File: config.mk
export PLATFORM = sky130hd
export DESIGN_NAME = uart_rx
export DESIGN_NICKNAME = d
export VERILOG_FILES = /design/src/rtl/uart_rx.sv
export SDC_FILE = /design/constraint.sdc
export NUM_CORES = 1
export LEC_CHECK = 0
export CORE_UTILIZATION = 50
export CTS_BUF_LIST = sky130_fd_sc_hd__clkbuf_8
export CTS_CLUSTER_SIZE = 20
export DETAILED_ROUTE_END_ITERATION = 6
export PLACE_DENSITY = 0.7
export SLEW_MARGIN = 20
export SYNTH_ARGS = -nofsm -noshare
export SYNTH_HDL_FRONTEND = slang
export SYNTH_SLANG_ARGS = --single-unit
File: constraint.sdc
create_clock -name iclk -period 2.3 [get_ports iclk]
set_input_delay 0.23 -clock iclk [delete_from_list [all_inputs] [get_ports iclk]]
set_output_delay 0.23 -clock iclk [all_outputs]
set_load 0.02 [all_outputs]
File: src/rtl/uart_rx.sv
// uart_rx: 8N1 UART receiver (LSB first, one start bit, no parity, one stop bit).
// Ports:
//   iclk           system clock, rising edge
//   i_Rst          synchronous reset, active-high
//   i_RX_Serial    asynchronous serial line, idles high
//   o_RX_DV        one-cycle pulse, o_RX_Byte holds a freshly received byte
//   o_RX_Byte      last good byte, held until the next good byte
//   o_RX_Frame_Err one-cycle pulse, stop bit sampled low
//   o_RX_Active    high while a frame is in progress
module uart_rx #(
    parameter int unsigned CLKS_PER_BIT = 217
) (
    input  logic       iclk,
    input  logic       i_Rst,
    input  logic       i_RX_Serial,
    output logic       o_RX_DV,
    output logic [7:0] o_RX_Byte,
    output logic       o_RX_Frame_Err,
    output logic       o_RX_Active
);

    localparam int unsigned CNT_W = $clog2(CLKS_PER_BIT) + 1;
    localparam int unsigned HALF  = (CLKS_PER_BIT - 1) / 2;
    localparam logic [CNT_W-1:0] CNT_HALF = CNT_W'(HALF);
    localparam logic [CNT_W-1:0] CNT_LAST = CNT_W'(CLKS_PER_BIT - 1);

    localparam logic [2:0] S_IDLE  = 3'd0;
    localparam logic [2:0] S_START = 3'd1;
    localparam logic [2:0] S_DATA  = 3'd2;
    localparam logic [2:0] S_STOP  = 3'd3;
    localparam logic [2:0] S_BREAK = 3'd4;

    logic             rx_meta;
    logic             rx_s;
    logic [2:0]       state_q,  state_d;
    logic [CNT_W-1:0] cnt_q,    cnt_d;
    logic [2:0]       idx_q,    idx_d;
    logic [7:0]       shift_q,  shift_d;
    logic [7:0]       byte_q,   byte_d;
    logic             dv_q,     dv_d;
    logic             ferr_q,   ferr_d;
    logic             active_q, active_d;

    // Two-flop synchroniser; reset to the idle (high) line level
    always_ff @(posedge iclk) begin
        if (i_Rst) begin
            rx_meta <= 1'b1;
            rx_s    <= 1'b1;
        end else begin
            rx_meta <= i_RX_Serial;
            rx_s    <= rx_meta;
        end
    end

    // State and registered outputs
    always_ff @(posedge iclk) begin
        if (i_Rst) begin
            state_q  <= S_IDLE;
            cnt_q    <= '0;
            idx_q    <= '0;
            shift_q  <= '0;
            byte_q   <= '0;
            dv_q     <= 1'b0;
            ferr_q   <= 1'b0;
            active_q <= 1'b0;
        end else begin
            state_q  <= state_d;
            cnt_q    <= cnt_d;
            idx_q    <= idx_d;
            shift_q  <= shift_d;
            byte_q   <= byte_d;
            dv_q     <= dv_d;
            ferr_q   <= ferr_d;
            active_q <= active_d;
        end
    end

    // Next-state and next-output logic
    always_comb begin
        state_d  = state_q;
        cnt_d    = cnt_q + CNT_W'(1);
        idx_d    = idx_q;
        shift_d  = shift_q;
        byte_d   = byte_q;
        dv_d     = 1'b0;
        ferr_d   = 1'b0;
        active_d = active_q;

        case (state_q)
            S_IDLE: begin
                cnt_d = '0;
                if (!rx_s) begin
                    state_d  = S_START;
                    active_d = 1'b1;
                end
            end
            // Re-check the start bit at its centre to reject short glitches
            S_START: begin
                if (cnt_q == CNT_HALF) begin
                    cnt_d = '0;
                    if (!rx_s) begin
                        state_d = S_DATA;
                        idx_d   = '0;
                    end else begin
                        state_d  = S_IDLE;
                        active_d = 1'b0;
                    end
                end
            end
            // Start-bit centre is the phase reference, so a full bit later is a data centre
            S_DATA: begin
                if (cnt_q == CNT_LAST) begin
                    cnt_d          = '0;
                    shift_d[idx_q] = rx_s;
                    if (idx_q == 3'd7) begin
                        state_d = S_STOP;
                    end else begin
                        idx_d = idx_q + 3'd1;
                    end
                end
            end
            S_STOP: begin
                if (cnt_q == CNT_LAST) begin
                    cnt_d    = '0;
                    active_d = 1'b0;
                    if (rx_s) begin
                        byte_d  = shift_q;
                        dv_d    = 1'b1;
                        state_d = S_IDLE;
                    end else begin
                        ferr_d  = 1'b1;
                        state_d = S_BREAK;
                    end
                end
            end
            // Held-low line: wait quietly for the line to return high
            S_BREAK: begin
                cnt_d = '0;
                if (rx_s) begin
                    state_d = S_IDLE;
                end
            end
            default: begin
                state_d  = S_IDLE;
                cnt_d    = '0;
                active_d = 1'b0;
            end
        endcase
    end

    assign o_RX_DV        = dv_q;
    assign o_RX_Byte      = byte_q;
    assign o_RX_Frame_Err = ferr_q;
    assign o_RX_Active    = active_q;

endmodule

Word level (Yosys, flattened, before mapping)
Index checks and enable logic that the tools add are counted.

Register bits after elaboration: 36. Input bits: 3. Output and inout bits: 11. Word-level logic and storage cells: 71.

Add/sub/neg operators: 2. Order comparisons: 2. Eq/ne operators: 16. Multiplexer cells: 27. Bitwise gates (word level): 3. Reduce and logical (&&, ||, !) cells: 11.

Operators with widths (count): $mux W3 (11); $mux W9 (2); $ne A2 B2 Y1 const B (9); $pmux W9 S2 (1); $pmux W3 S5 (1); $reduce_and A5 Y1 (2); $add A9 B1 Y9 const B (1); $eq A9 B7 Y1 const B (1); $eq A9 B8 Y1 const B (1); $bwmux W8 (1); $mux W1 (7); $eq A3 B2 Y1 const B (2); $eq A3 B3 Y1 const B (2); $pmux W3 S2 (1); $reduce_and A6 Y1 (1); $lt A3 B4 Y1 const B (1); $pmux W1 S4 (1); $reduce_or A2 Y1 (2); $add A3 B1 Y3 const B (1); $demux W1 S3 (1); $eq A3 B1 Y1 const B (1); $ge A3 B1 Y1 const B (1); $logic_not A3 Y1 (1); $not A1 Y1 (3); 6 further kinds (6).

Logic depth before layout (Yosys ltp)
Gate-level depths: netlist of run 1.

Depth after elaboration: 5. Gate-level depth with buffers: 8. Mapped depth without buffers: 6.

Worst setup path after synthesis of run 1
Ideal clock, no wire load.

Path kind: reg-to-reg. Start point: register cnt_q[0]. End point: register idx_q[1]. Setup time: 0.117 ns. Arrival: 1.714 ns. Data required time: 2.183 ns. Slack: 0.469 ns. Stages on the path, launching flop included: 7. Path buffers: 0. Clock period less this slack: 1.831 ns. Cells stage by stage: dfxtp_1 > inv_1 > ha_1 > nand4b_1 > o41a_1 > a2111o_1 > a32o_1.

Word-level cells in the longest chain between the ends: 3. Elaborated cells on any way between the ends: 5. Those cells by class: eq/ne: 4; reduce/logical: 1.

RTL lines: from (decl) (RTL line 36) `logic [CNT_W-1:0] cnt_q, cnt_d;`; from (signal assigned) (RTL line 68) `cnt_q <= cnt_d;`; $eq A9 B8 Y1 or $eq A9 B7 Y1 (tied branches) (RTL line 112, 99); $ne A2 B2 Y1 (no line); $reduce_and A5 Y1 (no line) *; to (signal assigned) (RTL line 69) `idx_q <= idx_d;`; to (decl) (RTL line 37) `logic [2:0] idx_q, idx_d;`.

Every way passes the cells marked *; elsewhere a longest branch is shown, timed or not. A chain may end at the register's enable or synchronous reset.

Final worst setup path of run 1
Start point: register idx_q[0]. End point: register state_q[1].

Word-level cells in the longest chain between the ends: 3.

RTL lines: $eq A3 B3 Y1 (RTL line 115) `if (idx_q == 3'd7) begin`; $ne A2 B2 Y1 (no line); $reduce_and A6 Y1 (no line); to (signal assigned) (RTL line 67) `state_q <= state_d;`; to (decl) (RTL line 35) `logic [2:0] state_q, state_d;`.

No other way between the ends.

==> results_dict.tcl, run 1 <==
set metrics [dict create \
    max_clock_freq_mhz 482 \
    portBuffers 13 \
    fill_cells 298 \
    drt_iter0_markers 24 \
    switching_share_pct 20.1 \
    switching_power_mw 0.241 \
    hold_buffers 0 \
    clk_pin_slew_ps 70 \
    die_w_um 60.9 \
    groute.usage.overall_pct 19.4 \
    die_h_um 60.9 \
    antennaDiodeCount 0 \
    hpwl_um 2190 \
    wl_per_cell_um 13.4 \
    numCtsBuffers 5 \
    end_kind "flip-flop" \
    postCtsSetupRepairBufs 0 \
    ys_types 46 \
    syn_area_per_cell_sq_um 9.22 \
    crit_fanout 11 \
    drive_above_1_share_pct 9.05 \
    min_from "rx_meta" \
    post-place-cells 237 \
    antenna_found_initial 0 \
    fin_crit_sh_pct 90.2 \
    synth_most_common_cell "dfxtp_1" \
    synth.area.top_cells "dfxtp_1 42%, mux2i_1 6.4%, clkbuf_8 5.6%" \
    cts.path.max_buffers 2 \
    r2r_cells 6 \
    fin_tns_setup_ps 0 \
    cp.arrival_ps 2250 \
    synth_nets 195 \
    vdd_drop_max_mv 0.466 \
    vias 1352 \
    yosysWarnings 0 \
    holdPathEnd "rx_s" \
    power.internal_mw 0.960 \
    synth_top_area_cell "dfxtp_1" \
    grt_overflow 0 \
    cp_common_cell "ha_1" \
    seq_area_frac_synth_pct 41.6 \
    critPathSlowestCell "dfxtp_1" \
    worst_pin_slew_ps 493 \
    syn_to_final_growth_pct 11.4 \
    fp-row-count 21 \
    ios 14 \
    fin_cells 245 \
    p_leak_nw 0.664 \
    grt_pass1_wl_um 5250 \
    clk_latency_ps 290 \
    nNetsFinal 205 \
    slew_viol_final 0 \
    maxSlewHeadroom_pct 66.3 \
    viasPerCell 5.52 \
    sequentialPowerShare_pct 52.9 \
    cts_root_buf "clkbuf_8" \
    cp.required_ps 2480 \
    combPwrFrac_pct 3.1 \
    drv_cap 0 \
    hold_class "flip-flop to flip-flop" \
    p_per_area_mw_per_mm2 622 \
    crit_chain "ha_1 -> ha_1 -> and2b_2 -> a211o_1 -> a31oi_1 -> mux2_2" \
    grt_max_degree 26 \
    globalplace.congestion 0.850 \
    synth.top_cell.area_share_pct 41.6 \
    ys_seq_elements 36 \
    cts_tree "yes" \
    whs_path_depth 1 \
    netlist_top_cells_count "36 x dfxtp_1, 25 x nor2_1, 11 x a21oi_1, 11 x mux2i_1, 11 x nand2_1" \
    start_util_pct 51.9 \
    fin_worst_skew_ps 5.23 \
    drc 0 \
    cpPeakStageDelay_ps 530 \
    rr_startpoint "idx_q[0]" \
    first_pass_iters 4 \
    cp-start-kind "flip-flop" \
    r2r_slack_ps 220 \
    status "completed" \
    period_minus_slack_ps 2080 \
    worst-setup-path-type "flip-flop to flip-flop" \
    drt_wl_total_um 3280 \
    synth_async_sr_flop_share_pct 0 \
    power_frac_clock_pct 44.1 \
    synth_edf_count 0 \
    cts-resized-gates 0 \
    finalSetupViolCount 0 \
    grt_pass1_vias 1157 \
    cts.sinks 36 \
    die-area_sq_mm 0.00371 \
    syn_area_sq_mm 0.00173 \
    rsz0062_at_grt "no" \
    design.core.area_sq_mm 0.00334 \
    cts_max_level 2 \
    netlist_instances 188 \
    synth_ff_type "dfxtp_1" \
    finalHoldViolations 0 \
    reg2reg_to "state_q[1]" \
    ant_nets 0 \
]
[worst max-delay path, delay by kind of cell, from the launching register on]
| kind | cells | cell delay, ps |
|---|---|---|
| DFF | 1 | 530 |
| muxes | 1 | 360 |
| AOI/OAI and AO/OA | 2 | 530 |
| adders and majority gates | 2 | 340 |
| and+or+nand+nor | 1 | 210 |
[logic make-up (layout without fill, tap and decap cells)]
| group | after synthesis | in the layout | synth area share (%) |
|---|---|---|---|
| AND/OR/NAND/NOR | 71 | 71 | 21.4 |
| AO/OA/AOI/OAI | 37 | 37 | 14.9 |
| flip-flops | 36 | 36 | 41.6 |
| buffers and inverters | 22 | 33 | 9.10 |
| multiplexers | 12 | 12 | 7.00 |
| XOR/XNOR | 6 | 6 | 3.03 |
| adder cells (fa/ha/maj) | 4 | 4 | 2.89 |
[flip-flops by register name (all words and copies together), names as in the netlist]
signal          flops
o_RX_DV             1
o_RX_Byte           8
state_q             3
o_RX_Active         1
rx_s                1
shift_q             8
rx_meta             1
idx_q               3
o_RX_Frame_Err      1
cnt_q               9
[per-stage QoR]
stage	total power, mW	hold slack (ps)	instance area (sq um)	setup WS, ps	utilization [%]
CTS	1.21	426	1930	260	57.9
finish	1.20	426	1930	225	57.9
floorplan	0.677	334	1730	469	-
global route	1.24	436	1930	128	57.9
detailed placement	0.685	400	1820	290	54.6
global placement	0.684	399	1820	364	54.6
[layout by cell type, fill, tap and decap left out, types with 2 or more instances in the layout]
cell type | synthesis | final
and2_1 | 2 | 2
a32o_1 | 2 | 2
o21ai_0 | 8 | 8
nor3b_1 | 2 | 2
nor3_1 | 4 | 4
buf_4 | 0 | 4
clkbuf_8 | 7 | 5
a211oi_1 | 2 | 2
inv_1 | 8 | 9
dfxtp_1 | 36 | 36
a211o_1 | 2 | 2
nand2_1 | 11 | 11
ha_1 | 4 | 4
nor2_1 | 25 | 25
clkdlybuf4s50_1 | 0 | 13
mux2i_1 | 11 | 11
xor2_1 | 2 | 2
a21oi_1 | 11 | 11
or2_2 | 2 | 2
nor2b_1 | 3 | 3
or3_1 | 3 | 3
nand3_1 | 4 | 4
xnor2_1 | 4 | 4
nor4_1 | 2 | 2
o31ai_1 | 2 | 2
nand4_1 | 5 | 5
[area by class of cell]
cell class,count,area [sq um],area share (%)
flip-flops and latches,36,721,37.3
clock inverters,3,38.8,2.01
multi-input cells,130,855,44.3
clock buffers,5,68.8,3.56
well taps,46,57.6,2.98
inverters,8,30.0,1.56
repair buffers,17,160,8.30
[worst max path at each step]
stage / to / slack [ps] / startpoint
2_1_floorplan: idx_q[1] / 470 / cnt_q[0]
5_1_grt: shift_q[5] / 130 / state_q[1]
3_3_place_gp: state_q[1] / 360 / idx_q[0]
6_report: state_q[1] / 220 / idx_q[0]
4_1_cts: state_q[1] / 260 / idx_q[0]
3_5_place_dp: state_q[1] / 290 / idx_q[0]
[layer usage]
metal | vias up | global-route usage, % | part of all wire, %
met2 | 25 | 28.6 | 46
li1 | 692 | - | -
met4 | 0 | 6.82 | 1.4
met5 | - | 0 | 0
met3 | 5 | 5.76 | 3.3
met1 | 630 | 27.1 | 49
[power by group through the flow]
stage	clock network (mW)	logic, mW	registers [mW]
global route	0.570	0.0393	0.635
floorplan	0	0.0315	0.645
global placement	0	0.0351	0.649
CTS	0.543	0.0365	0.635
detailed placement	0	0.0360	0.649
finish	0.529	0.0367	0.635
No activity file was read; power rests on OpenSTA's default activity.
==> run 2: changes to the inputs <==
--- a/config.mk
+++ b/config.mk
@@ -5,12 +5,12 @@
 export SDC_FILE = /design/constraint.sdc
 export NUM_CORES = 1
 export LEC_CHECK = 0
+export ABC_AREA = 1
 export CORE_UTILIZATION = 50
 export CTS_BUF_LIST = sky130_fd_sc_hd__clkbuf_8
 export CTS_CLUSTER_SIZE = 20
 export DETAILED_ROUTE_END_ITERATION = 6
 export PLACE_DENSITY = 0.7
-export SLEW_MARGIN = 20
 export SYNTH_ARGS = -nofsm -noshare
 export SYNTH_HDL_FRONTEND = slang
 export SYNTH_SLANG_ARGS = --single-unit
==> run 2 against run 1 <==
Via count rose by 5.8%. Hold slack got worse by 17 ps. Total power grew 50%. Register-to-register slack improved by 440 ps. Maximum frequency rose by 27%.
==> results_dict.tcl, run 2 <==
set metrics [dict create \
    synth_async_sr_flop_share_pct 0 \
    hold_class "flip-flop to flip-flop" \
    crit_fanout 12 \
    numCtsBuffers 5 \
    yosysWarnings 0 \
    portBuffers 13 \
    maxSlewHeadroom_pct 69.4 \
    seq_area_frac_synth_pct 41.9 \
    period_minus_slack_ps 1640 \
    synth.top_cell.area_share_pct 41.9 \
    cts_tree "yes" \
    cts.path.max_buffers 2 \
    max_clock_freq_mhz 610 \
    grt_max_degree 17 \
    layout_commonest_cell "dfxtp_1" \
    vdd_drop_max_mv 0.614 \
    fin_worst_skew_ps 6.78 \
    status "completed" \
    fin_crit_sh_pct 71.3 \
    regMostFlops "cnt_q" \
    nNetsFinal 249 \
    postCtsSetupRepairBufs 0 \
    p_per_area_mw_per_mm2 900 \
    netlist_top_cells_count "36 x dfxtp_1, 32 x inv_1, 29 x nand2_1" \
    crit_chain "ha_1 -> ha_1 -> nand3b_1 -> o21ai_0 -> nand3_1 -> o21ai_0 -> nor2_1" \
    die_h_um 60.6 \
    slew_viol_final 0 \
    drt_iter0_markers 70 \
    cp.arrival_ps 1830 \
    clk_pin_slew_ps 70 \
    syn_area_per_cell_sq_um 7.61 \
    fp-row-count 20 \
    worst-setup-path-type "flip-flop to flip-flop" \
    start_util_pct 54.5 \
    groute.usage.overall_pct 20.2 \
    synth_edf_count 0 \
    die_w_um 60.6 \
    drc 0 \
    end_kind "flip-flop" \
    die-area_sq_mm 0.00368 \
    hold_buffers 0 \
    synth_most_common_cell "dfxtp_1" \
    cts-resized-gates 0 \
    ios 14 \
    ys_types 29 \
    grt_pass1_wl_um 5420 \
    antennaDiodeCount 0 \
    clk_latency_ps 290 \
    cts_max_level 2 \
    cp.required_ps 2490 \
    grt_pass1_vias 1231 \
    p_leak_nw 0.779 \
    syn_to_final_growth_pct 16.8 \
    hpwl_um 2270 \
    synth.area.top_cells "dfxtp_1 42%, inv_1 7.0%, nand2_1 6.3%" \
    viasPerCell 4.98 \
    worst_pin_slew_ps 457 \
    finalSetupViolCount 0 \
    syn_area_sq_mm 0.00172 \
    cts.sinks 36 \
    globalplace.congestion 0.843 \
    netlist_instances 226 \
    fin_tns_setup_ps 0 \
    synth_ff_type "dfxtp_1" \
    antenna_found_initial 0 \
    grt_overflow 0 \
    ys_seq_elements 36 \
    cts_root_buf "clkbuf_8" \
    cp-start-kind "flip-flop" \
    wl_per_cell_um 10.7 \
    critPathSlowestCell "dfxtp_1" \
    rsz0062_at_grt "no" \
    ant_nets 0 \
    worst_slack_ps 660 \
    first_pass_iters 5 \
    dpl_worst_slack_ps 595 \
    synth_nets 233 \
    design.core.area_sq_mm 0.00315 \
    largest_reg_flops 9 \
    drt_wl_total_um 3080 \
    layout.cells.most_common_list "36 x dfxtp_1, 32 x inv_1, 29 x nand2_1" \
    drive_above_1_share_pct 12.8 \
    drv_cap 0 \
    synth_top_area_cell "dfxtp_1" \
    vias 1430 \
    finalHoldViolations 0 \
    cpPeakStageDelay_ps 420 \
]
==> run 2: changes by cell type after synthesis, moves of 7 or more <==
cell and change:
a21oi_1 +10, mux2i_1 -11, clkbuf_8 -7, nand3_1 +14, nand2_1 +18, o21ai_0 +8, inv_1 +24
==> run 2: cell type report <==
class                      instances  area [sq um]
fill                             283          1140
multi-input combinational        151           842
sequential                        36           721
inverter                          35           134
timing repair buffer              13           130
clock buffer                       7          96.3
tap                               44          55.1
clock inverter                     1          30.0
==> run 2: metrics by stage <==
step | hold WS [ps] | total power [mW] | std cells | util, % | cell area [sq um]
floorplan | 334 | 1.12 | 226 | - | 1720
global placement | 398 | 1.21 | 279 | 59.7 | 1880
detailed placement | 398 | 1.21 | 279 | 59.7 | 1880
CTS | 414 | 1.82 | 287 | 63.7 | 2010
global route | 430 | 1.94 | 287 | 63.7 | 2010
finish | 409 | 1.81 | 287 | 63.7 | 2010
==> run 2: logic make-up (layout without fill, tap and decap cells) <==
family,after synthesis,count (layout),synth area share [%]
xor+xnor,4,4,2.04
compound gates,39,39,11.6
flops,36,36,41.9
fa+ha+maj,4,4,2.91
simple gates,104,104,32.4
buf+inv,39,56,9.10
==> run 2: critical path, delay by kind of cell, from the launching register on <==
family	cells	cell delay (ps)
adder cells (fa/ha/maj)	2	430
flip-flops	1	420
AND/OR/NAND/NOR	3	390
AO/OA/AOI/OAI	2	300
==> run 2: where the power goes <==
group          switching (mW)  internal (mW)
combinational           0.314          0.171
clock                   0.225          0.382
sequential             0.0542          0.661
total                   0.593           1.21
==> run 2: path summary, 6_finish.rpt <==
check,depth (start not counted),endpoint,slack (ps),startpoint
min reg2reg,1,rx_s,410,rx_meta
max,7,idx_q[0],660,idx_q[0]
max reg2reg,7,idx_q[0],660,idx_q[0]
min,1,rx_s,410,rx_meta
==> run 2: routing by layer <==
| layer | global-route usage (%) | routed length, um | share of wire, % | up-vias |
|---|---|---|---|---|
| li1 | - | - | - | 765 |
| met1 | 26.3 | 1530 | 50 | 621 |
| met2 | 31.7 | 1340 | 44 | 37 |
| met3 | 3.84 | 140 | 4.5 | 7 |
| met4 | 10.7 | 67 | 2.2 | 0 |
| met5 | 0 | 0 | 0 | - |
